**src/rtl/seq_divider.sv**
```systemverilog
// ---------------------------------------------------------------------------
// seq_divider
//
// Purpose:
//   Restoring radix-2 sequential divider that is sized to pair with the 8x8
//   multiplier. It divides a 16-bit unsigned dividend by an 8-bit unsigned
//   divisor and produces one quotient bit per clock. It steps through IDLE,
//   16 BUSY iterations, and one DONE cycle. A zero divisor skips the
//   iterations and reports an all-ones quotient with the dbz flag set.
//
// Ports:
//   clk        in   1   single clock; all state changes on the rising edge
//   rst        in   1   synchronous active-high reset
//   start      in   1   division request; only looked at in IDLE
//   dividend   in  16   unsigned dividend, captured on the accepted start
//   divisor    in   8   unsigned divisor, captured on the accepted start
//   quotient   out 16   registered quotient of the most recent result
//   remainder  out  8   registered remainder of the most recent result
//   busy       out  1   high while the iterations are running
//   done       out  1   one-cycle pulse when a new result is presented
//   dbz        out  1   divide-by-zero flag of the most recent result
// ---------------------------------------------------------------------------
module seq_divider (
    input  logic        clk,
    input  logic        rst,
    input  logic        start,
    input  logic [15:0] dividend,
    input  logic [7:0]  divisor,
    output logic [15:0] quotient,
    output logic [7:0]  remainder,
    output logic        busy,
    output logic        done,
    output logic        dbz
);

    typedef enum logic [1:0] {
        IDLE = 2'd0,
        BUSY = 2'd1,
        DONE = 2'd2
    } state_t;

    state_t      state;
    state_t      state_next;

    // Working registers. dvd_q starts out holding the dividend. Each
    // iteration shifts the dividend's top bit out into the partial
    // remainder and shifts a quotient bit in at the bottom. After 16
    // iterations it holds the quotient.
    logic [16:0] part_rem;
    logic [15:0] dvd_q;
    logic [7:0]  dsr;
    logic [4:0]  count;

    logic [16:0] shifted;
    logic [17:0] trial;
    logic        q_bit;
    logic [16:0] rem_next;
    logic [15:0] dvd_q_next;
    logic        last_iter;

    // One restoring step. The trial subtraction is one bit wider so its
    // sign bit tells whether the divisor fits. A set bit shifted out of
    // the partial remainder's MSB means the value certainly exceeds any
    // 8-bit divisor, so that bit also forces the subtraction to be kept.
    always_comb begin
        shifted    = {part_rem[15:0], dvd_q[15]};
        trial      = {1'b0, shifted} - {10'd0, dsr};
        q_bit      = part_rem[16] | ~trial[17];
        rem_next   = q_bit ? trial[16:0] : shifted;
        dvd_q_next = {dvd_q[14:0], q_bit};
        last_iter  = (count == 5'd15);
    end

    // State register.
    always_ff @(posedge clk) begin
        if (rst) begin
            state <= IDLE;
        end else begin
            state <= state_next;
        end
    end

    // Next-state logic. A zero divisor goes straight to DONE because its
    // result is fixed. DONE always falls back to IDLE, so a start held
    // high gives one division every 18 cycles.
    always_comb begin
        state_next = state;
        case (state)
            IDLE: begin
                if (start) begin
                    state_next = (divisor == 8'd0) ? DONE : BUSY;
                end
            end
            BUSY: begin
                if (last_iter) begin
                    state_next = DONE;
                end
            end
            DONE: begin
                state_next = IDLE;
            end
            default: begin
                state_next = IDLE;
            end
        endcase
    end

    // Datapath. The result registers are written only when a result is
    // final: on a zero-divisor start or on the last iteration. They
    // therefore keep the previous answer while the iterations run.
    // Operands are captured only on an accepted start, so later input
    // changes have no effect.
    always_ff @(posedge clk) begin
        if (rst) begin
            part_rem  <= 17'd0;
            dvd_q     <= 16'd0;
            dsr       <= 8'd0;
            count     <= 5'd0;
            quotient  <= 16'd0;
            remainder <= 8'd0;
            dbz       <= 1'b0;
        end else begin
            case (state)
                IDLE: begin
                    if (start) begin
                        part_rem <= 17'd0;
                        count    <= 5'd0;
                        dvd_q    <= dividend;
                        dsr      <= divisor;
                        if (divisor == 8'd0) begin
                            quotient  <= 16'hFFFF;
                            remainder <= dividend[7:0];
                            dbz       <= 1'b1;
                        end
                    end
                end
                BUSY: begin
                    part_rem <= rem_next;
                    dvd_q    <= dvd_q_next;
                    count    <= count + 5'd1;
                    if (last_iter) begin
                        quotient  <= dvd_q_next;
                        remainder <= rem_next[7:0];
                        dbz       <= 1'b0;
                    end
                end
                default: begin
                end
            endcase
        end
    end

    assign busy = (state == BUSY);
    assign done = (state == DONE);

endmodule

```
**config.mk**
```make
export PLATFORM = sky130hd
export DESIGN_NAME = seq_divider
export DESIGN_NICKNAME = d
export VERILOG_FILES = /design/src/rtl/seq_divider.sv
export SDC_FILE = /design/constraint.sdc
export NUM_CORES = 1
export LEC_CHECK = 0
export CORE_MARGIN = 3
export CORE_UTILIZATION = 35
export CTS_CLUSTER_DIAMETER = 200
export DETAILED_ROUTE_END_ITERATION = 10
export GPL_TIMING_DRIVEN = 0
export PLACE_DENSITY = 0.66
export SYNTH_ARGS = -nofsm -noshare
export SYNTH_HDL_FRONTEND = slang
export SYNTH_SLANG_ARGS = --single-unit
```
**constraint.sdc**
```tcl
create_clock -name clk -period 2.1 [get_ports clk]
set_clock_uncertainty 0.2 [all_clocks]
set_input_delay 0.42 -clock clk [delete_from_list [all_inputs] [get_ports clk]]
set_output_delay 0.42 -clock clk [all_outputs]
set_load 0.01 [all_outputs]
```
# After elaboration in Yosys (flattened, before gate mapping)
# Cells that the tools add are included.
totals:
  in_bits: 27
  ff_bits: 73
  output_inout_bits: 27
  word_cells: 48
classes:
  bitwise_logic: 2
  n_mux: 23
  reduce_logical: 7
  n_addsub: 2
  n_eq_ne: 6
ops:
  columns: ["op", "count"]
  rows:
  - ["$mux W16", 4]
  - ["$pmux W16 S2", 2]
  - ["$mux W17", 2]
  - ["$pmux W17 S2", 1]
  - ["$mux W8", 3]
  - ["$sub A17 B8 Y18", 1]
  - ["$pmux W8 S2", 1]
  - ["$pmux W5 S2", 1]
  - ["$logic_not A8 Y1", 1]
  - ["$mux W2", 3]
  - ["$reduce_and A2 Y1", 3]
  - ["$add A5 B1 Y5 const B", 1]
  - ["$eq A5 B4 Y1 const B", 1]
  - ["$mux W5", 1]
  - ["$ne A2 B2 Y1 const B", 2]
  - ["$pmux W2 S2", 1]
  - ["$reduce_and A4 Y1", 1]
  - ["$mux W1", 3]
  - ["$eq A2 B1 Y1 const B", 1]
  - ["$eq A2 B2 Y1 const B", 1]
  - ["$logic_not A2 Y1", 1]
  - ["$ne A2 B1 Y1 const B", 1]
  - ["$pmux W1 S2", 1]
  - ["$reduce_bool A2 Y1", 1]
  - ["2 further kinds", 2]

# Logic depth before layout (Yosys ltp)
# Gate-level depths: netlist of run 1.
depth:
  ltp_word: 6
  mapped_depth: 10
  ltp_nobuf: 10

# Worst setup path before layout of run 1
# Ideal clock, no wire load.
synth_timing:
  path_type: "reg-to-reg"
  from: "register dsr[2]"
  to: "register remainder[1]"
  n_path_buf: 2
  setup_slack_ps: -136
  path_stages_with_launch: 11
  period_less_slack_ps: 2236
  arrival_time_ps: 1906
  required_time_ps: 1769
  setup_ps: 131
  path_cell_list: "dfxtp_1 > inv_1 > ha_1 > a21oi_1 > a211o_1 > and2_1 > buf_2 > buf_6 > nand2_2 > mux2i_1 > o22ai_1"
synth_via:
  elab_chain_len: 6
synth_rtl:
  columns: ["element", "line_no", "text"]
  rows:
  - ["from (decl)", "51", "logic [7:0] dsr;"]
  - ["from (signal assigned)", "129", "dsr <= divisor;"]
  - ["$sub A17 B8 Y18", "67", "trial = {1'b0, shifted} - {10'd0, dsr};"]
  - ["$not A1 Y1", "68", "q_bit = part_rem[16] | ~trial[17];"]
  - ["$or A1 B1 Y1", "68", null]
  - ["$mux W17", "69", "rem_next = q_bit ? trial[16:0] : shifted;"]
  - ["$mux W8", "141", "if (last_iter) begin"]
  - ["$pmux W8 S2", "123", "case (state)"]
  - ["to (signal assigned)", "132", "remainder <= dividend[7:0];"]
  - ["to (signal assigned)", "143", "remainder <= rem_next[7:0];"]
  - ["to (decl)", "30", "output logic [7:0] remainder,"]
# Every way passes these cells. The select of a mux whose other input is x is not followed.
# A chain may end at the register's enable or synchronous reset.

# Final worst setup path of run 1
layout_timing:
  from: "register dsr[7]"
  to: "register remainder[4]"
# The elaborated chain is that of the path after synthesis.

==> results of run 1 <==
## worst paths after layout
check            endpoint  slack [ns]  cells past startpoint
max          remainder[4]       -0.23                     10
min                dsr[3]        0.18                      3
max reg2reg  remainder[4]       -0.23                     10
min reg2reg        dsr[6]        0.25                      2
## layout by cell type, fill, tap and decap left out, drive strengths merged, types with 5 or more instances in the layout
cell type | Yosys | routed
a211oi | 14 | 14
a21oi | 30 | 30
a311oi | 12 | 12
a31oi | 5 | 5
buf | 12 | 48
clkbuf | 17 | 26
clkdlybuf4s50 | 0 | 49
dfxtp | 73 | 73
ha | 10 | 10
inv | 15 | 16
nand2 | 74 | 74
nand3 | 9 | 9
nor2 | 56 | 56
nor3 | 34 | 34
o21ai | 14 | 14
xnor2 | 10 | 10
## critical path: stages, from the launching register on
cell and delay, ns:
dfxtp_2 0.34, inv_2 0.05, ha_4 0.16, or3_4 0.34, nand2b_4 0.17, nor3_4 0.21
buf_4 0.17, buf_8 0.13, a211oi_4 0.08, a41oi_4 0.22, a311oi_2 0.12
## cells by family (layout without fill, tap and decap cells)
kind of cell	count (synthesis)	in the layout	share of synthesized area
AO/OA/AOI/OAI	98	98	0.1912
adder cells (fa/ha/maj)	11	11	0.04085
AND/OR/NAND/NOR	203	203	0.2651
flip-flops	73	73	0.4113
XOR/XNOR	11	11	0.02711
multiplexers	4	4	0.01127
buffers and inverters	44	147	0.05317
## what timing repair did
| action | 4_1_cts | 5_1_grt |
|---|---|---|
| setup buffers | 18 | 17 |
| gates resized for setup | 76 | 43 |
| gates cloned | 2 | 0 |
| endpoints found under the setup margin | 69 | 54 |
| pin swaps | 24 | 23 |
## where the power goes
| part | switching, mW | internal (mW) | total (mW) | leakage, nW |
|---|---|---|---|---|
| registers | 0.207 | 1.55 | 1.76 | 0.601 |
| clock network | 0.562 | 0.705 | 1.27 | 0.113 |
| logic | 2.83 | 3.02 | 5.85 | 1.19 |
| total | 3.60 | 5.28 | 8.88 | 1.90 |
## sequential cells by signal, indices dropped and copies added (netlist names)
register and cells:
state 2, remainder 8, dvd_q 16, dsr 8, part_rem 17, count 5, quotient 16, dbz 1
## routing by layer
metal	GRT usage	wire [µm]	up-vias
li1	-	-	1762
met1	0.2592	4867	1735
met2	0.3112	5260	93
met3	0.03974	645	13
met4	0.05936	146	0
met5	0	0	-
## stage by stage
| stage | area, µm² | hold slack (ns) |
|---|---|---|
| after floorplan | 3657 | 0.2363 |
| after global placement | 4354 | 0.2462 |
| after detailed placement | 4354 | 0.2494 |
| after CTS | 5016 | 0.2562 |
| after global routing | 5254 | 0.1936 |
| final | 5254 | 0.1765 |
## final cells by class
type	count	area, µm²	area share
plain buffers	27	188.9	0.03596
well taps	133	166.4	0.03167
multi-input cells	327	2311	0.4399
inverters	15	61.31	0.01167
clock inverters	6	90.09	0.01715
repair buffers	89	814.5	0.1550
flip-flops and latches	73	1484	0.2824
clock buffers	10	137.6	0.02620
==> reports/results.ini, run 1 <==
[sta]
max_slew.worst_pin.slew_ns = 0.5434
tns_ns = -4.238
setup_viol = 25
rsz0062_at_grt = true
period_needed_ns = 2.333
fin_crit_sh = 1.111
worst_slack_ns = -0.2332
slew_violations = 0
finalHoldViolCount = 0
max_freq_mhz = 428.6
slew_headroom = 0.6377

[global_route]
grt_max_degree = 14
grt_antenna_before_repair = 0
grt_pass1_vias = 3465
grt_overflow_total = 0
grt_first_pass_wirelength_um = 17480
track_usage = 0.1927

[route]
wl_per_cell_um = 16.06
vias_per_cell = 5.299
vias = 3603
ant_nets = 0
routed_wirelength_um = 10920
drt_iter0_markers = 144
drtPass1Iterations = 5
route.detailed.drc = 0

[worst_setup_path]
cp-start-kind = flip-flop
critPathCaptureType = flip-flop
worstSetupPathType = reg2reg
r2r-start = dsr[7]
startpoint = dsr[7]
cp_max_fo = 5
arrival_ns = 2.37
worstPathRequired_ns = 2.14

[synthesis]
syn_nets = 482
synthCells = 444
synth_area_per_cell_um2 = 8.003
synth_top_area_cell = dfxtp_1
synthesis.area_um2 = 3553
synth_area_leaders = dfxtp_1 41%, nand2_1 7.7%, nor2_1 5.9%
ys.flop_type = dfxtp_1
async_reset_ff_frac = 0
yosysSeqAreaShare = 0.4113
synth_seq_cells = 73
synth_edf_count = 0
yosys-top-cells-count = 73 x dfxtp_1, 73 x nand2_1, 56 x nor2_1, 33 x nor3_1, 30 x a21oi_1
yosys.cell_types.count = 56
synth_top_area_frac = 0.4113
ys_warn_count = 0

[floorplan]
core_area_um2 = 9819
boundaryPins = 54
die_h_um = 106.8
initial_core_util = 0.3619
die_x_um = 106.8
die_area_um2 = 11400
row_count = 36

[clock_network]
root_buffer = clkbuf_8
h-tree-depth = 3
cts.clk_slew.worst_paths_ns = 0.08
cts_buffers = 9
hold_buffers = 0
cts_tree = done
numClockSinks = 73
insertion_delay_ns = 0.36
clockBufferDepth = 2

[status]
violations = setup timing
run_status = complete, but fails checks

[final_layout]
drive_gt1_frac = 0.2742
fin_cells = 680
fillers = 933
fin_util = 0.5350
final_nets = 580
antenna_cells = 0
syn_to_final_growth_pct = 47.85

[power]
powerDensity_nw_per_um2 = 1690
p_leak_nw = 1.902
power_mw = 8.880
ir_drop_mv = 0.8986

[placement]
dp_slack_ns = -0.7800
place_congestion = 0.8644
io_buffers = 53
dp_hpwl_um = 7411
placedCellCount = 630

[min_path]
worstHoldStart = divisor[3]
hp-class = in2reg

[run]
cap_viol_max_count = 0

Power figures use the tool's default switching activity.
==> run 2, diff against run 1 <==
RECOVER_POWER = 100   (was not set)
==> run 2 against run 1 <==
Effect of this change:
- the run still ends with setup timing left
- core utilization about the same
- sequential power hardly changed
- global-route usage stayed put
- critical path type unchanged
- critical endpoint unchanged
- largest power group unchanged
==> reports/results.ini, run 2 (same netlist as run 1, synthesis figures left out) <==
[status]
run_status = complete, but fails checks
violations = setup timing

[global_route]
grt_max_degree = 14  ; unchanged
grt_pass1_vias = 3465  ; unchanged
grt_overflow_total = 0  ; unchanged
grt_antenna_before_repair = 0  ; unchanged
grt_first_pass_wirelength_um = 17480  ; unchanged
track_usage = 0.1927  ; unchanged

[final_layout]
largest-register = part_rem
drive_gt1_frac = 0.2724  ; -0.001828
regArea_um2 = 1480  ; -0.25%
design_area_um2 = 5250  ; about the same
syn_to_final_growth_pct = 47.75  ; about the same
fin_util = 0.5347  ; about the same
final_nets = 580  ; unchanged
final_common_cell = nand2_1
final_cell_mix = 71 x nand2_1, 60 x dfxtp_1, 54 x nor2_1, 33 x buf_4, 31 x nor3_1
fillers = 934  ; +0.11%
antenna_cells = 0  ; unchanged
largest_register_ffs = 17  ; unchanged
multi_input_area_um2 = 2311  ; unchanged
top_regs = part_rem x17, dvd_q x16, quotient x16

[run]
cap_viol_max_count = 0  ; unchanged

[route]
drtPass1Iterations = 4  ; -1
vias = 3618  ; +0.42%
route.detailed.drc = 0  ; unchanged
wl_per_cell_um = 16.10  ; +0.24%
vias_per_cell = 5.321  ; +0.42%
drt_iter0_markers = 144  ; unchanged
ant_nets = 0  ; unchanged
routed_wirelength_um = 10950  ; +0.24%

[sta]
max_slew.worst_pin.slew_ns = 0.5424  ; -0.001002 ns
finalHoldViolCount = 0  ; unchanged
slew_violations = 0  ; unchanged
tns_ns = -4.499  ; -0.2602 ns
max_freq_mhz = 428.3  ; about the same
fin_crit_sh = 1.112  ; about the same
rsz0062_at_grt = true
setup_viol = 28  ; +12%
period_needed_ns = 2.335  ; +0.001814 ns
slew_headroom = 0.6384  ; +0.0006680
holdWs_ns = 0.1792  ; +0.002725 ns
worst_slack_ns = -0.2351  ; -0.001814 ns

[clock_network]
insertion_delay_ns = 0.36  ; about the same
cts_buffers = 9  ; unchanged
clockBufferDepth = 2  ; unchanged
cts.clk_slew.worst_paths_ns = 0.08  ; about the same
cts_tree = done
numClockSinks = 73  ; unchanged
h-tree-depth = 3  ; unchanged
root_buffer = clkbuf_8

[power]
p_leak_nw = 1.991  ; +4.7%
power_mw = 8.884  ; about the same
ir_drop_mv = 0.9009  ; +0.25%
powerDensity_nw_per_um2 = 1692  ; +0.12%

[min_path]
hold_depth = 3  ; unchanged
worstHoldStart = divisor[3]
hp-class = in2reg
min_to = dsr[3]

[worst_setup_path]
r2r-start = dsr[7]
worstSetupPathType = reg2reg
cp-start-kind = flip-flop
regToRegSetupSlack_ns = -0.24  ; about the same
cp_max_fo = 5  ; unchanged
critPathCaptureType = flip-flop
worstPathRequired_ns = 2.13  ; about the same
arrival_ns = 2.37  ; about the same
reg2reg_to = remainder[4]
r2r_cells = 10  ; unchanged

[placement]
dp_hpwl_um = 7411  ; unchanged
io_buffers = 53  ; unchanged
dpl_cell_area_um2 = 4354  ; unchanged
place_congestion = 0.8644  ; unchanged

[floorplan]
core_area_um2 = 9819  ; unchanged
initial_core_util = 0.3619  ; unchanged
row_count = 36  ; unchanged
boundaryPins = 54  ; unchanged
die_x_um = 106.8  ; unchanged
die_area_um2 = 11400  ; unchanged
die_h_um = 106.8  ; unchanged

## run 2: cell types whose count changed in the layout (fill, tap and decap cells not counted), sizes merged
cell and change:
clkdlybuf4s50 -26, dlygate4sd3 +26
## run 2: through the flow
stage	cells	setup WS, ns
2_1_floorplan	444	-0.05887
3_3_place_gp	630	-0.7409
3_5_place_dp	630	-0.7800
4_1_cts	665	-0.1998
5_1_grt	680	-0.3078
6_report	680	-0.2351
## run 2: layout make-up
| class | count | area share |
|---|---|---|
| multi-input combinational | 327 | 0.4402 |
| inverter | 15 | 0.01168 |
| sequential | 73 | 0.2819 |
| clock inverter | 6 | 0.01716 |
| timing repair buffer | 89 | 0.1551 |
| buffer | 27 | 0.03599 |
| clock buffer | 10 | 0.02622 |
| tap | 133 | 0.03170 |
## run 2: worst max path at each step
stage	endpoint	start
floorplan	part_rem[10]	dsr[2]
global placement	remainder[5]	divisor[3]
finish	remainder[4]	dsr[7]
global route	dvd_q[0]	dsr[1]
detailed placement	remainder[5]	divisor[3]
CTS	remainder[1]	dsr[2]
## run 2: power breakdown
part           internal [mW]  switching [mW]
Combinational           3.02            2.83
Sequential              1.55           0.207
Clock                  0.705           0.561
Total                   5.28            3.60
## run 2: critical path, cell delays in order, from the launching register on
cell	delay [ns]
dfxtp_2	0.34
inv_2	0.05
ha_4	0.16
or3_4	0.34
nand2b_4	0.17
nor3_4	0.21
buf_4	0.17
buf_8	0.13
a211oi_4	0.08
a41oi_4	0.23
a311oi_2	0.12
## run 2: per-layer routing
layer	part of all wire	track usage
met4	0.013	0.05936
met2	0.48	0.3112
met5	0	0
met3	0.052	0.03974
met1	0.45	0.2592
## run 2: repair_timing
item | 4_1_cts | 5_1_grt
pin swaps | 24 | 23
endpoints found under the hold margin | 0 | 0
hold buffers | 0 | 0
buffers inserted | 18 | 17
setup endpoints to repair | 69 | 54
gates resized for setup | 76 | 43
gates cloned | 2 | 0
==> run 3, diff against run 2 <==
ABC_AREA = 1   (was not set)
PLACE_DENSITY = 0.65   (was 0.66)
==> run 3 against run 2 <==
Effect of this change:
- the run now ends clean
- setup slack better by 0.30 ns
- total power down 8.0%
- combinational power down 18%
- die area up 8.0%
- design area down 2.8%
- highest routed layer unchanged
==> reports/results.ini, run 3 <==
[status]
run_status = finished, final reports clean

[synthesis]
synthCells = 573  ; +29%
synthesis.area_um2 = 3855  ; +8.5%
syn_nets = 611  ; +27%
ys.flop_type = dfxtp_1
synth_seq_cells = 73  ; unchanged
synth_top_area_cell = dfxtp_1
synth_edf_count = 0  ; unchanged
synth_top_area_frac = 0.3791  ; -0.03217
yosys-top-cells-count = 123 x nand2_1, 73 x dfxtp_1, 71 x nor2_1, 69 x inv_1, 55 x a21oi_1
async_reset_ff_frac = 0  ; unchanged
synth.most_common_cell = nand2_1
yosysSeqAreaShare = 0.3791  ; -0.03217
yosys.cell_types.count = 36  ; -36%
ys_warn_count = 0  ; unchanged
synth_area_leaders = dfxtp_1 38%, nand2_1 12%, a21oi_1 7.1%
synth_area_per_cell_um2 = 6.728  ; -16%

[clock_network]
clockBufferDepth = 2  ; unchanged
cts.clk_slew.worst_paths_ns = 0.08  ; about the same
cts_tree = done
numClockSinks = 73  ; unchanged
root_buffer = clkbuf_8
h-tree-depth = 3  ; unchanged
cts_buffers = 9  ; unchanged
insertion_delay_ns = 0.36  ; about the same

[power]
power_mw = 8.173  ; -8.0%
ir_drop_mv = 0.8333  ; -7.5%
p_leak_nw = 2.372  ; +19%
powerDensity_nw_per_um2 = 1602  ; -5.3%

[sta]
period_needed_ns = 2.038  ; -0.2966 ns
rsz0062_at_grt = true
worst_slack_ns = 0.06150  ; +0.2966 ns
fin_crit_sh = 0.9707  ; -0.1412
finalHoldViolCount = 0  ; unchanged
max_slew.worst_pin.slew_ns = 0.5870  ; +0.04455 ns
slew_violations = 0  ; unchanged
setup_viol = 0  ; -100%
slew_headroom = 0.6087  ; -0.02970
max_freq_mhz = 490.6  ; +15%

[final_layout]
drive_gt1_frac = 0.1606  ; -0.1118
largest-register = part_rem
top_regs = part_rem x17, dvd_q x16, quotient x16
multi_input_area_um2 = 2162  ; -6.4%
antenna_cells = 0  ; unchanged
final_cell_mix = 116 x nand2_1, 68 x nor2_1, 67 x inv_1, 59 x dfxtp_1, 54 x a21oi_1
fin_cells = 790  ; +16%
syn_to_final_growth_pct = 32.33
final_common_cell = nand2_1
final_nets = 687  ; +18%
fin_util = 0.4854  ; -0.04924
largest_register_ffs = 17  ; unchanged
regArea_um2 = 1484  ; +0.25%
fillers = 1029  ; +10%

[route]
wl_per_cell_um = 15.06  ; -6.4%
vias = 4059  ; +12%
ant_nets = 0  ; unchanged
drt_iter0_markers = 254  ; +76%
vias_per_cell = 5.138  ; -3.4%
drtPass1Iterations = 4  ; unchanged
routed_wirelength_um = 11900  ; +8.7%
route.detailed.drc = 0  ; unchanged

[floorplan]
row_count = 37  ; +2.8%
initial_core_util = 0.3668  ; +0.004954
die_x_um = 111.0  ; +3.9%
core_area_um2 = 10510  ; +7.0%
boundaryPins = 54  ; unchanged
die_h_um = 111.0  ; +3.9%
die_area_um2 = 12310  ; +8.0%

[placement]
place_congestion = 0.8877  ; +2.7%
placedCellCount = 762  ; +21%
dp_slack_ns = -0.5052  ; +0.2748 ns
io_buffers = 53  ; unchanged
dp_hpwl_um = 8429  ; +14%

[worst_setup_path]
arrival_ns = 2.10  ; -0.27 ns
critPathCaptureType = flip-flop
worstSetupPathType = reg2reg
cp-start-kind = flip-flop
cp_max_fo = 3  ; -2
worstPathRequired_ns = 2.16  ; +0.03 ns

[global_route]
grt_antenna_before_repair = 0  ; unchanged
grt_first_pass_wirelength_um = 19350  ; +11%
grt_max_degree = 20  ; +6
grt_overflow_total = 0  ; unchanged
grt_pass1_vias = 4049  ; +17%
track_usage = 0.1912  ; -0.001566

[run]
cap_viol_max_count = 0  ; unchanged

[min_path]
hp-class = reg2reg

[run 3: path summary, 6_finish.rpt]
path / from / endpoint / slack, ns / cells after the start
worst max-delay path: dvd_q[15] / remainder[4] / 0.06 / 11
worst max register to register: dvd_q[15] / remainder[4] / 0.06 / 11
worst min register to register: count[0] / count[0] / 0.26 / 1
worst min-delay path: count[0] / count[0] / 0.26 / 1
[run 3: what timing repair did]
action / 4_1_cts / 5_1_grt
cloned: 2 / 0
gates resized for setup: 32 / 34
hold buffers: 0 / 0
setup endpoints to repair: 42 / 41
pin swaps: 6 / 15
buffers inserted: 7 / 6
[run 3: layout make-up]
class | count | share of cell area
Multi-Input combinational cell | 402 | 0.4238
Sequential cell | 73 | 0.2909
Timing Repair Buffer | 66 | 0.1204
Inverter | 73 | 0.05372
Tap cell | 136 | 0.03336
Buffer | 24 | 0.02870
Clock inverter | 7 | 0.02477
Clock buffer | 9 | 0.02428
[run 3: logic make-up after synthesis]
family                   after synthesis  share of synthesized area
adder cells (fa/ha/maj)               11                    0.03765
AND/OR/NAND/NOR                      275                     0.3174
buffers and inverters                 99                     0.1078
XOR/XNOR                               3                   0.006817
flip-flops                            73                     0.3791
AO/OA/AOI/OAI                        112                     0.1512
[run 3: worst max-delay path, cell delays in order, from the launching register on]
cell and delay [ns]:
dfxtp_2 0.34, inv_1 0.06, ha_2 0.17, inv_2 0.06
fa_2 0.39, nand3_2 0.10, nand3_4 0.11, xnor2_2 0.15
nand3b_1 0.16, nand3_1 0.10, nand2_1 0.07, inv_1 0.04
[run 3: report_power, final]
part	switching, mW	total, mW	internal [mW]
combinational	2.90	4.79	1.89
clock	0.590	1.39	0.803
sequential	0.282	1.99	1.71
total	3.77	8.17	4.40
[run 3: metal layers]
metal | vias up | part of all wire | global-route usage
li1 | 2010 | - | -
met1 | 1888 | 0.43 | 0.2379
met2 | 136 | 0.48 | 0.3212
met3 | 25 | 0.059 | 0.03821
met4 | 0 | 0.030 | 0.08128
met5 | - | 0 | 0
[run 3: through the flow]
step | instance area (µm²) | hold WS, ns | setup TNS [ns]
after floorplan | 3855 | 0.2400 | 0
after global placement | 4556 | 0.2491 | -17.29
after detailed placement | 4556 | 0.2601 | -19.56
after CTS | 5004 | 0.2719 | 0
after global routing | 5101 | 0.2821 | -0.04658
final | 5101 | 0.2555 | 0
